`config.mk`:
```
export PLATFORM = sky130hd
export DESIGN_NAME = bin_to_ssd_encoder
export DESIGN_NICKNAME = d
export VERILOG_FILES = /design/src/rtl/ssd_pkg.sv /design/src/rtl/bcd_to_seg7.sv /design/src/rtl/bin_to_ssd_encoder.sv
export SDC_FILE = /design/constraint.sdc
export NUM_CORES = 1
export LEC_CHECK = 0
export BUFFER_PORTS_ARGS = -buffer_cell sky130_fd_sc_hd__buf_4
export CAP_MARGIN = 40
export CORE_MARGIN = 2
export CORE_UTILIZATION = 39
export CTS_BUF_LIST = sky130_fd_sc_hd__clkbuf_2 sky130_fd_sc_hd__clkbuf_4 sky130_fd_sc_hd__clkbuf_8
export CTS_CLUSTER_DIAMETER = 40
export CTS_CLUSTER_SIZE = 8
export DETAILED_ROUTE_END_ITERATION = 12
export MAX_ROUTING_LAYER = met4
export PLACE_DENSITY = 0.55
export SETUP_SLACK_MARGIN = 0.15
export SLEW_MARGIN = 25
export SYNTH_ARGS = -nofsm -noshare
export SYNTH_HDL_FRONTEND = slang
export SYNTH_SLANG_ARGS = --single-unit
```
`constraint.sdc`:
```
create_clock -name clk -period 3.5 [get_ports clk]
set_clock_uncertainty 0.15 [all_clocks]
set_input_delay 0.7 -clock clk [delete_from_list [all_inputs] [get_ports clk]]
set_output_delay 0.7 -clock clk [all_outputs]
set_load 0.02 [all_outputs]
```
`src/rtl/ssd_pkg.sv`:
```
// Shared types and constants for the binary-to-seven-segment encoder.
// Segment patterns are {a,b,c,d,e,f,g}, active-low.
package ssd_pkg;

  typedef enum logic [1:0] {
    IDLE,
    SHIFT,
    ENCODE
  } state_t;

  localparam int VAL_W   = 14;
  localparam int MAX_VAL = 9999;
  localparam int BCD_W   = 16;
  localparam int SR_W    = BCD_W + VAL_W;
  localparam int CNT_W   = 4;

  localparam logic [6:0] SEG_BLANK = 7'h7F;
  localparam logic [6:0] SEG_DASH  = 7'h7E;

  // Index 0 sits in the least significant slice, so SEG_TABLE[d] is digit d.
  localparam logic [9:0][6:0] SEG_TABLE = {
    7'b0000100,  // 9
    7'b0000000,  // 8
    7'b0001111,  // 7
    7'b0100000,  // 6
    7'b0100100,  // 5
    7'b1001100,  // 4
    7'b0000110,  // 3
    7'b0010010,  // 2
    7'b1001111,  // 1
    7'b0000001   // 0
  };

  // Non-decimal nibbles cannot come out of the converter; blank them anyway.
  function automatic logic [6:0] digitPattern(input logic [3:0] digit);
    logic [6:0] pattern;
    pattern = SEG_BLANK;
    for (int i = 0; i < 10; i++) begin
      if (digit == 4'(i)) begin
        pattern = SEG_TABLE[i];
      end
    end
    return pattern;
  endfunction

endpackage

```
`src/rtl/bcd_to_seg7.sv`:
```
// Combinational BCD digit to active-low seven-segment pattern, with a
// blank override used for leading-zero suppression.
module bcd_to_seg7
  import ssd_pkg::*;
(
  input  logic [3:0] bcd_i,
  input  logic       blank_i,
  output logic [6:0] seg_o
);

  // Blank wins over the digit so suppressed positions go fully dark.
  always_comb begin
    seg_o = blank_i ? SEG_BLANK : digitPattern(bcd_i);
  end

endmodule

```
`src/rtl/bin_to_ssd_encoder.sv`:
```
// Binary ticket number to four registered seven-segment digits.
// A sequential double-dabble engine builds the BCD digits over VAL_W clocks,
// then one ENCODE cycle latches all four patterns together so the display
// never shows a partially converted value.
// Optional build macro: LEADING_ZERO_BLANK_EN blanks leading zeros on
// seg3..seg1 (seg0 always shows a digit).
module bin_to_ssd_encoder
  import ssd_pkg::*;
(
  input  logic             clk,
  input  logic             rst,
  input  logic [VAL_W-1:0] value_in,
  input  logic             load,
  output logic             busy,
  output logic             done,
  output logic             overflow,
  output logic [6:0]       seg0,
  output logic [6:0]       seg1,
  output logic [6:0]       seg2,
  output logic [6:0]       seg3
);

  state_t           state_q, state_d;
  logic [CNT_W-1:0] cnt_q, cnt_d;
  logic [SR_W-1:0]  shiftReg_q, shiftReg_d;
  logic             ovfPend_q, ovfPend_d;
  logic [3:0][6:0]  seg_q, seg_d;
  logic             overflow_q, overflow_d;
  logic             done_q, done_d;
  logic             busy_q, busy_d;

  logic [3:0][3:0]  bcdDigit;
  logic [3:0]       digitBlank;
  logic [3:0][6:0]  digitSeg;
  logic [SR_W-1:0]  adjusted;

  // State register; reset drops any conversion in flight.
  always_ff @(posedge clk or posedge rst) begin
    if (rst) begin
      state_q <= IDLE;
    end else begin
      state_q <= state_d;
    end
  end

  // Next-state: load only starts a conversion from IDLE, ENCODE lasts one cycle.
  always_comb begin
    state_d = state_q;
    case (state_q)
      IDLE: begin
        if (load) begin
          state_d = SHIFT;
        end
      end
      SHIFT: begin
        if (cnt_q == CNT_W'(VAL_W - 1)) begin
          state_d = ENCODE;
        end
      end
      ENCODE: begin
        state_d = IDLE;
      end
      default: begin
        state_d = IDLE;
      end
    endcase
  end

  // Digit nibbles live in the upper part of the combined shift register.
  always_comb begin
    for (int i = 0; i < 4; i++) begin
      bcdDigit[i] = shiftReg_q[VAL_W + 4*i +: 4];
    end
  end

`ifdef LEADING_ZERO_BLANK_EN
  // A digit is a leading zero only if it and every higher digit are zero.
  always_comb begin
    digitBlank    = '0;
    digitBlank[3] = (bcdDigit[3] == 4'd0);
    digitBlank[2] = digitBlank[3] && (bcdDigit[2] == 4'd0);
    digitBlank[1] = digitBlank[2] && (bcdDigit[1] == 4'd0);
  end
`else
  // Every digit is always shown, zeros included.
  always_comb begin
    digitBlank = '0;
  end
`endif

  for (genvar g = 0; g < 4; g++) begin : gen_digit
    bcd_to_seg7 u_bcd_to_seg7 (
      .bcd_i   (bcdDigit[g]),
      .blank_i (digitBlank[g]),
      .seg_o   (digitSeg[g])
    );
  end

  // Double-dabble correction: bump any nibble >= 5 by 3 before the next shift.
  always_comb begin
    adjusted = shiftReg_q;
    for (int i = 0; i < 4; i++) begin
      if (adjusted[VAL_W + 4*i +: 4] >= 4'd5) begin
        adjusted[VAL_W + 4*i +: 4] = adjusted[VAL_W + 4*i +: 4] + 4'd3;
      end
    end
  end

  // Datapath and output next values; segments and overflow only move in ENCODE.
  always_comb begin
    cnt_d      = cnt_q;
    shiftReg_d = shiftReg_q;
    ovfPend_d  = ovfPend_q;
    seg_d      = seg_q;
    overflow_d = overflow_q;
    done_d     = (state_q == ENCODE);
    busy_d     = (state_q != IDLE);
    case (state_q)
      IDLE: begin
        if (load) begin
          shiftReg_d = {{BCD_W{1'b0}}, value_in};
          cnt_d      = '0;
          ovfPend_d  = (value_in > VAL_W'(MAX_VAL));
        end
      end
      SHIFT: begin
        shiftReg_d = {adjusted[SR_W-2:0], 1'b0};
        cnt_d      = cnt_q + 1'b1;
      end
      ENCODE: begin
        overflow_d = ovfPend_q;
        for (int i = 0; i < 4; i++) begin
          seg_d[i] = ovfPend_q ? SEG_DASH : digitSeg[i];
        end
      end
      default: begin
        cnt_d = '0;
      end
    endcase
  end

  // Datapath and output registers; reset blanks the display.
  always_ff @(posedge clk or posedge rst) begin
    if (rst) begin
      cnt_q      <= '0;
      shiftReg_q <= '0;
      ovfPend_q  <= 1'b0;
      seg_q      <= {4{SEG_BLANK}};
      overflow_q <= 1'b0;
      done_q     <= 1'b0;
      busy_q     <= 1'b0;
    end else begin
      cnt_q      <= cnt_d;
      shiftReg_q <= shiftReg_d;
      ovfPend_q  <= ovfPend_d;
      seg_q      <= seg_d;
      overflow_q <= overflow_d;
      done_q     <= done_d;
      busy_q     <= busy_d;
    end
  end

  assign busy     = busy_q;
  assign done     = done_q;
  assign overflow = overflow_q;
  assign seg0     = seg_q[0];
  assign seg1     = seg_q[1];
  assign seg2     = seg_q[2];
  assign seg3     = seg_q[3];

endmodule

```
== Yosys cells after proc, flatten, opt, wreduce, memory -nomap -nowiden ==
Index checks and enable logic that the tools add are counted.

* Flip-flop bits (word level): 68
* Latch bits: 0
* Bits in writable memories: 0
* Bits in read-only memories: 0
* Input bits: 17
* Logic and storage cells: 129
* Memories: 0

* Add/sub/neg operators: 5
* Multipliers: 0
* Div/mod/pow operators: 0
* $lt $le $gt $ge: 5
* Eq/ne operators: 41
* Shifts and indexed selects: 0
* Multiplexer cells: 55
* Bitwise logic cells: 1
* Reduce and logical (&&, ||, !) cells: 11

{| class="wikitable"
|+ Operators with widths
! operator !! number
|-
| $mux W7 || 44
|-
| $eq A4 B3 Y1 const B || 16
|-
| $pmux W30 S2 || 1
|-
| $eq A4 B4 Y1 const B || 9
|-
| $eq A4 B2 Y1 const B || 8
|-
| $mux W30 || 1
|-
| $eq A4 B1 Y1 const B || 4
|-
| $ge A4 B3 Y1 const B || 4
|-
| $logic_not A4 Y1 || 4
|-
| $mux W4 || 4
|-
| $gt A14 B14 Y1 const B || 1
|-
| $add A4 B2 Y4 const B || 3
|-
| $pmux W4 S3 || 1
|-
| $reduce_and A2 Y1 || 4
|-
| $add A4 B1 Y4 const B || 1
|-
| $mux W2 || 2
|-
| $ne A2 B2 Y1 const B || 2
|-
| $pmux W2 S2 || 1
|-
| $reduce_bool A2 Y1 || 2
|-
| $add A3 B2 Y3 const B || 1
|-
| $mux W3 || 1
|-
| $eq A2 B1 Y1 const B || 1
|-
| $eq A2 B2 Y1 const B || 1
|-
| $logic_not A2 Y1 || 1
|-
| $not A1 Y1 || 1
|}

== Logic depth before layout (Yosys ltp) ==
Gate-level depths: netlist of run 1.

* Depth in word-level cells: 12
* Depth in mapped cells: 7
* Mapped depth without buffers: 6

== Modules after synthesis ==
From an unflattened synthesis of run 1, not the netlist that was laid out.

* Cells, all modules: 454
* Area total of the unflattened synthesis: 4122.7 um^2

{| class="wikitable"
|+ Modules (own cells, without submodules)
! module !! times used !! cells each !! area an instance (um^2) !! seq. area each (um^2)
|-
| bin_to_ssd_encoder || 1 || 334 || 3367.0 || 1736.7
|-
| bcd_to_seg7 || 4 || 30 || 188.9 || 0.0
|}

== Least setup slack after synthesis of run 1 ==
No wires, ideal clock.

* Path type: reg-to-reg
* From: reg shiftReg_q[23]
* To: reg seg_q (netlist bit seg2[6])
* Setup time: 91 ps
* Arrival: 1491 ps
* Required time: 3259 ps
* Path slack: 1768 ps
* Stages on the path, launching flop included: 8
* Path buffers: 1
* Clock period less this slack: 1732 ps
* Cells stage by stage: dfrtp_1 > inv_1 > ha_1 > buf_2 > or2_2 > a21oi_1 > a221oi_2 > o31ai_1

* Cells in the longest elaborated chain, start to end: 12

{| class="wikitable"
|+ Ends and longest elaborated chain
! what !! RTL line !! RTL
|-
| start, declared || bin_to_ssd_encoder.sv:25 || <nowiki>logic [SR_W-1:0] shiftReg_q, shiftReg_d;</nowiki>
|-
| start signal, assigned || bin_to_ssd_encoder.sv:154 || <nowiki>shiftReg_q <= shiftReg_d;</nowiki>
|-
| $logic_not A4 Y1 || ssd_pkg.sv:39 || <nowiki>if (digit == 4'(i)) begin</nowiki>
|-
| $mux W7 (9 in series) || ssd_pkg.sv:39 ||
|-
| $mux W7 * || ssd_pkg.sv:39 ||
|-
| $mux W7 * || bin_to_ssd_encoder.sv:133 || <nowiki>seg_d[i] = ovfPend_q ? SEG_DASH : digitSeg[i];</nowiki>
|-
| end signal, assigned || bin_to_ssd_encoder.sv:148 || <nowiki>seg_q <= {4{SEG_BLANK}};</nowiki>
|-
| end signal, assigned || bin_to_ssd_encoder.sv:156 || <nowiki>seg_q <= seg_d;</nowiki>
|-
| end, declared || bin_to_ssd_encoder.sv:27 || <nowiki>logic [3:0][6:0] seg_q, seg_d;</nowiki>
|}

Mark *: on every way between the ends. The rest lies on a longest branch, timed or not.
A chain may end at the register's enable or synchronous reset.

== Worst setup path after layout of run 1 ==
* From: reg state_q[0]
* To: reg seg_q (netlist bit seg0[3])

* Cells in the longest elaborated chain, start to end: 1

{| class="wikitable"
|+ Ends and longest elaborated chain
! what !! RTL line !! RTL
|-
| start, declared || bin_to_ssd_encoder.sv:23 || <nowiki>state_t state_q, state_d;</nowiki>
|-
| start signal, assigned || bin_to_ssd_encoder.sv:42 || <nowiki>state_q <= state_d;</nowiki>
|-
| $eq A2 B2 Y1 || bin_to_ssd_encoder.sv:118 || <nowiki>case (state_q)</nowiki>
|}

Every way passes these cells.

==> results.cfg, run 1 <==
[cells_and_area]
area_growth_syn_to_layout_pct = 16.12
multi_input_area_sq_um = 1919
num-nets-final = 502
utilization = 0.4632
fin_cells = 601
drive_gt1_frac = 0.2372
insertedDiodeCount = 0
ff_latch_area_sq_um = 1737
nFillCells = 984

[drt]
first_pass_iters = 4
postRouteAntennaNets = 0
via_per_inst = 5.416
drt_wl_total_um = 8719
drt-initial-drc-count = 113
drc_errors = 0
wl_per_cell_um = 14.51
route.vias.total = 3255

[synthesis]
syn-num-nets = 468
synth_cell_types = 37
synthSimpleGateAreaFrac = 0.1593
synth_top_area_share = 0.2579
synthMuxAreaShare = 0.005158
synth_edf_count = 0
async_reset_ff_frac = 1.000
synth_compound_area_frac = 0.2382
yosys_warnings = 0
yosysSeqAreaShare = 0.4475
synthTopCellsByArea = dfrtp_1 26%, dfstp_2 19%, ha_1 7.1%
syn-cell-area_sq_um = 3881
synth_top_cell_by_area = dfrtp_1
synth_cells = 429
syn_avg_cell_area_sq_um = 9.047
synth_ff_type = dfrtp_1
synth_seq_cells = 68
synth_top_family_by_area = compound AO/OA/AOI/OAI gates
synth_common_cells = 62 x nand2_1, 40 x dfrtp_1, 37 x a21oi_1, 37 x nor2_1, 29 x o21ai_0
synth_xor_area_frac = 0.02031
synth-adder-area-share = 0.07092
synth.most_common_cell = nand2_1

[grt]
grt_use_total = 0.1715
grt-ovfl-total = 0
grt_pass1_wl_um = 14840
grt_pass1_vias = 3116
grt_max_degree = 31
antenna_found_initial = 0

[worst_setup_path]
cp_max_fo = 21
crit_path_end_kind = flop
r2r_end = seg0[3]
criticalPathCategory = flop to flop
timing.rr.start = state_q[0]
crit_arrival_ns = 2.29
reg2reg_depth = 5
start_kind = flop
crit_required_ns = 3.60
r2r_slack_ns = 1.31

[timing]
worst_hold_slack_ns = 0.2493
finalCritPeriodShare = 0.6246
drv_slew = 0
slew_headroom = 0.5106
setup_violations = 0
grt_setup_unrepaired = false
hold_violations = 0
max_freq_ghz = 0.4575
worstMarginPinSlew_ns = 0.7341
fin_crit_ns = 2.186
setup_tns_ns = 0

[clocking]
clk_latency_ns = 0.34
ctsHoldBuffers = 0
cts_buffer_depth = 2
clkSlewWorstSetupHoldPaths_ns = 0.07
numCtsBuffers = 9
postCtsSetupRepairBufs = 0
clockRootBuffer = clkbuf_8
cts_tree = yes
cts_resized = 0
cts_sinks = 68
h-tree-depth = 3

[power_and_ir_drop]
leakage_nw = 1.932
ir_drop_uv = 421.5
p_per_area_nw_per_um2 = 1019

[place]
dp_cells = 585
place_congestion = 0.7890
place_hpwl_um = 6077
portBuffers = 47

[floorplan]
rows = 36
start_util = 0.3989
io_pins = 48
fp.dieH_um = 103.8
die_w_um = 103.8
die-area_sq_um = 10770
core_sq_um = 9729

[min_path]
hp-class = primary input to async pin

[status]
status = complete, no violations

[job]
timing.max_cap.violations = 0
registers in the layout, summed over array words and instances (netlist names), 2 cells and up:
signal and flops:
state_q 2, seg0 7, seg3 7, seg1 7, cnt_q 4, seg2 7, shiftReg_q 30
cell usage in the layout, fill, tap and decap left out, types with 2 or more instances in the layout:
cell type	count
a211oi_1	3
a21oi_1	37
a221o_1	8
a221oi_2	5
a31oi_1	13
a32o_1	11
buf_4	53
clkbuf_4	4
clkbuf_8	10
dfrtp_1	40
dfstp_2	28
ha_1	22
inv_1	19
inv_2	2
mux2i_1	2
nand2_1	62
nand2b_1	6
nand3_1	7
nor2_1	36
nor2b_1	5
nor3_1	5
nor3b_1	7
nor4_1	5
o21ai_0	29
o21ai_1	3
o21bai_1	2
o22ai_1	8
o311ai_0	4
o31ai_1	9
o32ai_1	3
or2_2	4
xnor2_1	6
xor2_1	3
metal layers:
metal / global-route usage / share of wire / vias to the layer above
met1: 0.2298 / 0.49 / 1576
met3: 0.02580 / 0.039 / 9
li1: - / - / 1598
met4: 0.06274 / 0.014 / 0
met2: 0.2654 / 0.46 / 72
met5: - / 0 / -
worst max-delay path, stage by stage (launching register included):
cell and delay, ns:
dfrtp_1 0.42, nand2b_1 0.61, inv_2 0.26, and2_4 0.32
a221oi_1 0.21, o21ai_0 0.12
layout make-up:
type / count / area share
clock buffers: 14 / 0.03720
inverters: 21 / 0.01749
flip-flops and latches: 68 / 0.3853
clock inverters: 2 / 0.007773
well taps: 133 / 0.03692
repair buffers: 54 / 0.08939
multi-input cells: 309 / 0.4259
worst max path at each step:
stage / startpoint / slack [ns] / to / cells past startpoint
finish: state_q[0] / 1.31 / seg0[3] / 5
global route: state_q[0] / 1.13 / seg0[3] / 5
CTS: state_q[0] / 1.28 / seg0[3] / 5
detailed placement: state_q[0] / 1.30 / seg0[3] / 5
global placement: state_q[0] / 1.38 / seg0[3] / 5
floorplan: rst / 0.98 / busy / 1
metrics by stage:
step | instance area, sq um | worst slack, ns | total power, W
5_1_grt | 4507 | 1.133 | 0.004977
3_5_place_dp | 4304 | 1.296 | 0.003934
4_1_cts | 4507 | 1.284 | 0.004624
2_1_floorplan | 3881 | 0.9848 | 0.003279
6_report | 4507 | 1.314 | 0.004593
3_3_place_gp | 4299 | 1.376 | 0.003899
kinds of logic (layout without fill, tap and decap cells):
kind of cell | count (synthesis) | after routing
DFF | 68 | 68
muxes | 2 | 2
adders and majority gates | 22 | 22
AOI/OAI and AO/OA | 137 | 137
and+or+nand+nor | 139 | 139
xor gates and xnor gates | 9 | 9
buffers and inverters | 52 | 91
where the power goes:
group / internal [W] / switching, W
Sequential: 0.00127 / 0.000350
Clock: 0.000381 / 0.000298
Combinational: 0.00102 / 0.00128
Total: 0.00267 / 0.00192
(Power assumes the default switching activity.)
==> run 2: changes to the inputs <==
--- a/config.mk
+++ b/config.mk
@@ -5,6 +5,7 @@
 export SDC_FILE = /design/constraint.sdc
 export NUM_CORES = 1
 export LEC_CHECK = 0
+export ABC_AREA = 1
 export BUFFER_PORTS_ARGS = -buffer_cell sky130_fd_sc_hd__buf_4
 export CAP_MARGIN = 40
 export CORE_MARGIN = 2
@@ -14,7 +15,7 @@
 export CTS_CLUSTER_SIZE = 8
 export DETAILED_ROUTE_END_ITERATION = 12
 export MAX_ROUTING_LAYER = met4
-export PLACE_DENSITY = 0.55
+export PLACE_DENSITY = 0.57
 export SETUP_SLACK_MARGIN = 0.15
 export SLEW_MARGIN = 25
 export SYNTH_ARGS = -nofsm -noshare
==> constraint.sdc (replaced) <==
create_clock -name clk -period 1.9 [get_ports clk]
set_clock_uncertainty 0.15 [all_clocks]
set_input_delay 0.38 -clock clk [delete_from_list [all_inputs] [get_ports clk]]
set_output_delay 0.38 -clock clk [all_outputs]
set_load 0.02 [all_outputs]
==> run 2 against run 1 <==
Die area increased by 3.3%. Final area grew 7.9%. Maximum frequency rose by 33%. Combinational power is 110% higher. Register-to-register slack lost 1.1 ns. Synthesized cell count rose by 19%. Non-clock buffer count up 10. Count of clock-buffer cells in the layout decreased by 1. Hold slack worse by 0.18 ns. Critical endpoint is now shiftReg_q[24]. Highest routed layer unchanged.
==> results.cfg, run 2 <==
[floorplan]
die-area_sq_um = 11120
io_pins = 48
core_sq_um = 10140
fp.dieH_um = 105.5
start_util = 0.3959
rows = 37
die_w_um = 105.5

[power_and_ir_drop]
leakage_nw = 2.404
ir_drop_uv = 484.1
p_per_area_nw_per_um2 = 1801

[place]
place_ws_ns = 0.1062
dpl-instance-area_sq_um = 4574
portBuffers = 47
place_hpwl_um = 6491
dp_cells = 690
place_congestion = 0.8458

[worst_setup_path]
start_kind = flop
r2r_slack_ns = 0.25
reg2reg_depth = 7
r2r_end = shiftReg_q[24]
path_cells = inv_2, ha_1, or2_1, nand3_2, nand2_1, o211ai_1, o21ai_0
cp_max_fo = 6
crit_required_ns = 1.98
crit_end = shiftReg_q[24]
max_stage_delay_ns = 0.46
crit_start = shiftReg_q[22]
timing.rr.start = shiftReg_q[22]
critPathSlowestCell = dfrtp_1
criticalPathCategory = flop to flop
crit_path_end_kind = flop
crit_arrival_ns = 1.73

[grt]
grt_pass1_wl_um = 15370
antenna_found_initial = 0
grt_pass1_vias = 3251
grtUsageMet1 = 0.2317
grt-busiest-layer = met2
grt-ovfl-total = 0
grt_use_met3 = 0.02721
grt_use_total = 0.1751
gr-usage-met2 = 0.2659
grt_max_degree = 32

[cells_and_area]
multi_input_area_sq_um = 2108
area_growth_syn_to_layout_pct = 21.13
num-nets-final = 609
ff_latch_area_sq_um = 1742
nFillCells = 1000
regMostFlops = shiftReg_q
largest_reg_flops = 30
design_area_sq_um = 4862
insertedDiodeCount = 0
mostFrequentLayoutCell = nand2_1
fin_cells = 710
drive_gt1_frac = 0.2700
layout_common_cells = 157 x nand2_1, 61 x buf_4, 54 x nand3_1

[timing]
setup_tns_ns = 0
drv_slew = 0
fin_ws_ns = 0.2536
max_freq_ghz = 0.6074
finalCritPeriodShare = 0.8665
fin_crit_ns = 1.646
worst_hold_slack_ns = 0.07189
hold_violations = 0
grt_setup_unrepaired = true
slew_headroom = 0.7114
worstMarginPinSlew_ns = 0.4320
setup_violations = 0

[drt]
drt-initial-drc-count = 140
drt_wl_total_um = 8910
via_per_inst = 4.876
drc_errors = 0
first_pass_iters = 4
postRouteAntennaNets = 0
route.vias.total = 3462
wl_per_cell_um = 12.55

[clocking]
clkSlewWorstSetupHoldPaths_ns = 0.07
clk_latency_ns = 0.36
h-tree-depth = 3
numCtsBuffers = 9
cts_buffer_depth = 2
clockRootBuffer = clkbuf_8
cts_tree = yes
cts_sinks = 68

[synthesis]
syn_avg_cell_area_sq_um = 7.886
async_reset_ff_frac = 1.000
synth_common_cells = 157 x nand2_1, 54 x nand3_1, 40 x dfrtp_1, 39 x nor2_1, 39 x o21ai_0
syn-cell-area_sq_um = 4014
synth-adder-area-share = 0.06858
yosys_warnings = 0
synth_top_area_share = 0.2494
syn-num-nets = 548
synth_top_cell_by_area = dfrtp_1
synth.most_common_cell = nand2_1
synth_cell_types = 29
synthTopCellsByArea = dfrtp_1 25%, dfstp_2 18%, nand2_1 15%
synth_edf_count = 0
synth_xor_area_frac = 0.01091
synth_seq_cells = 68
synth_top_family_by_area = simple AND/OR/NAND/NOR gates
synth_ff_type = dfrtp_1
synthSimpleGateAreaFrac = 0.3086
synth_compound_area_frac = 0.1253
synth_cells = 509
yosysSeqAreaShare = 0.4327
synthMuxAreaShare = 0

[min_path]
hp-class = primary input to flop

[status]
status = complete, no violations

[job]
timing.max_cap.violations = 0
run 2: final cells by class:
| class | instances | area share |
|---|---|---|
| Multi-Input combinational cell | 391 | 0.4336 |
| Sequential cell | 68 | 0.3582 |
| Timing Repair Buffer | 64 | 0.1045 |
| Tap cell | 136 | 0.03500 |
| Clock buffer | 13 | 0.03294 |
| Inverter | 36 | 0.02856 |
| Clock inverter | 2 | 0.007205 |
run 2: metrics by stage:
step	util	power [W]
6_report	0.4796	0.008758
5_1_grt	0.4796	0.009631
4_1_cts	0.4714	0.008675
3_5_place_dp	0.4512	0.007395
3_3_place_gp	0.4512	0.007301
2_1_floorplan	-	0.006185
run 2: cell families after synthesis:
| kind of cell | after synthesis |
|---|---|
| flops | 68 |
| buf+inv | 50 |
| compound gates | 88 |
| simple gates | 276 |
| xor+xnor | 5 |
| fa+ha+maj | 22 |
run 2: power breakdown:
group	switching (W)	total (W)	internal, W
logic	0.00282	0.00472	0.00190
clock network	0.000540	0.00122	0.000678
registers	0.000533	0.00282	0.00228
total	0.00389	0.00876	0.00487
run 2: what timing repair did:
item	CTS	global route
gates resized for setup	2	29
hold buffers	1	0
setup endpoints to repair	8	33
endpoints found under the hold margin	6	0
pin swaps	0	2
buffers inserted	0	4
run 2: worst min path at each step:
stage / start / end / cells after the start / slack (ns)
final: value_in[0] / shiftReg_q[0] / 3 / 0.07
after global routing: value_in[0] / shiftReg_q[0] / 3 / 0.08
after CTS: value_in[0] / shiftReg_q[0] / 3 / 0.06
after detailed placement: rst / shiftReg_q[2] / 2 / 0.27
after global placement: rst / shiftReg_q[2] / 2 / 0.27
after floorplan: state_q[1] / busy / 2 / 0.30
run 2: routing by layer:
layer  vias to the layer above  share of wire
met5                         -              0
met4                         0          0.017
met3                        10          0.041
met2                        71           0.45
met1                      1579           0.49
li1                       1802              -
run 2: worst max-delay path, delay by kind of cell (launching register included):
family	cells	cell delay (ns)
simple gates	3	0.44
compound gates	2	0.18
flops	1	0.46
fa+ha+maj	1	0.21
buf+inv	1	0.09
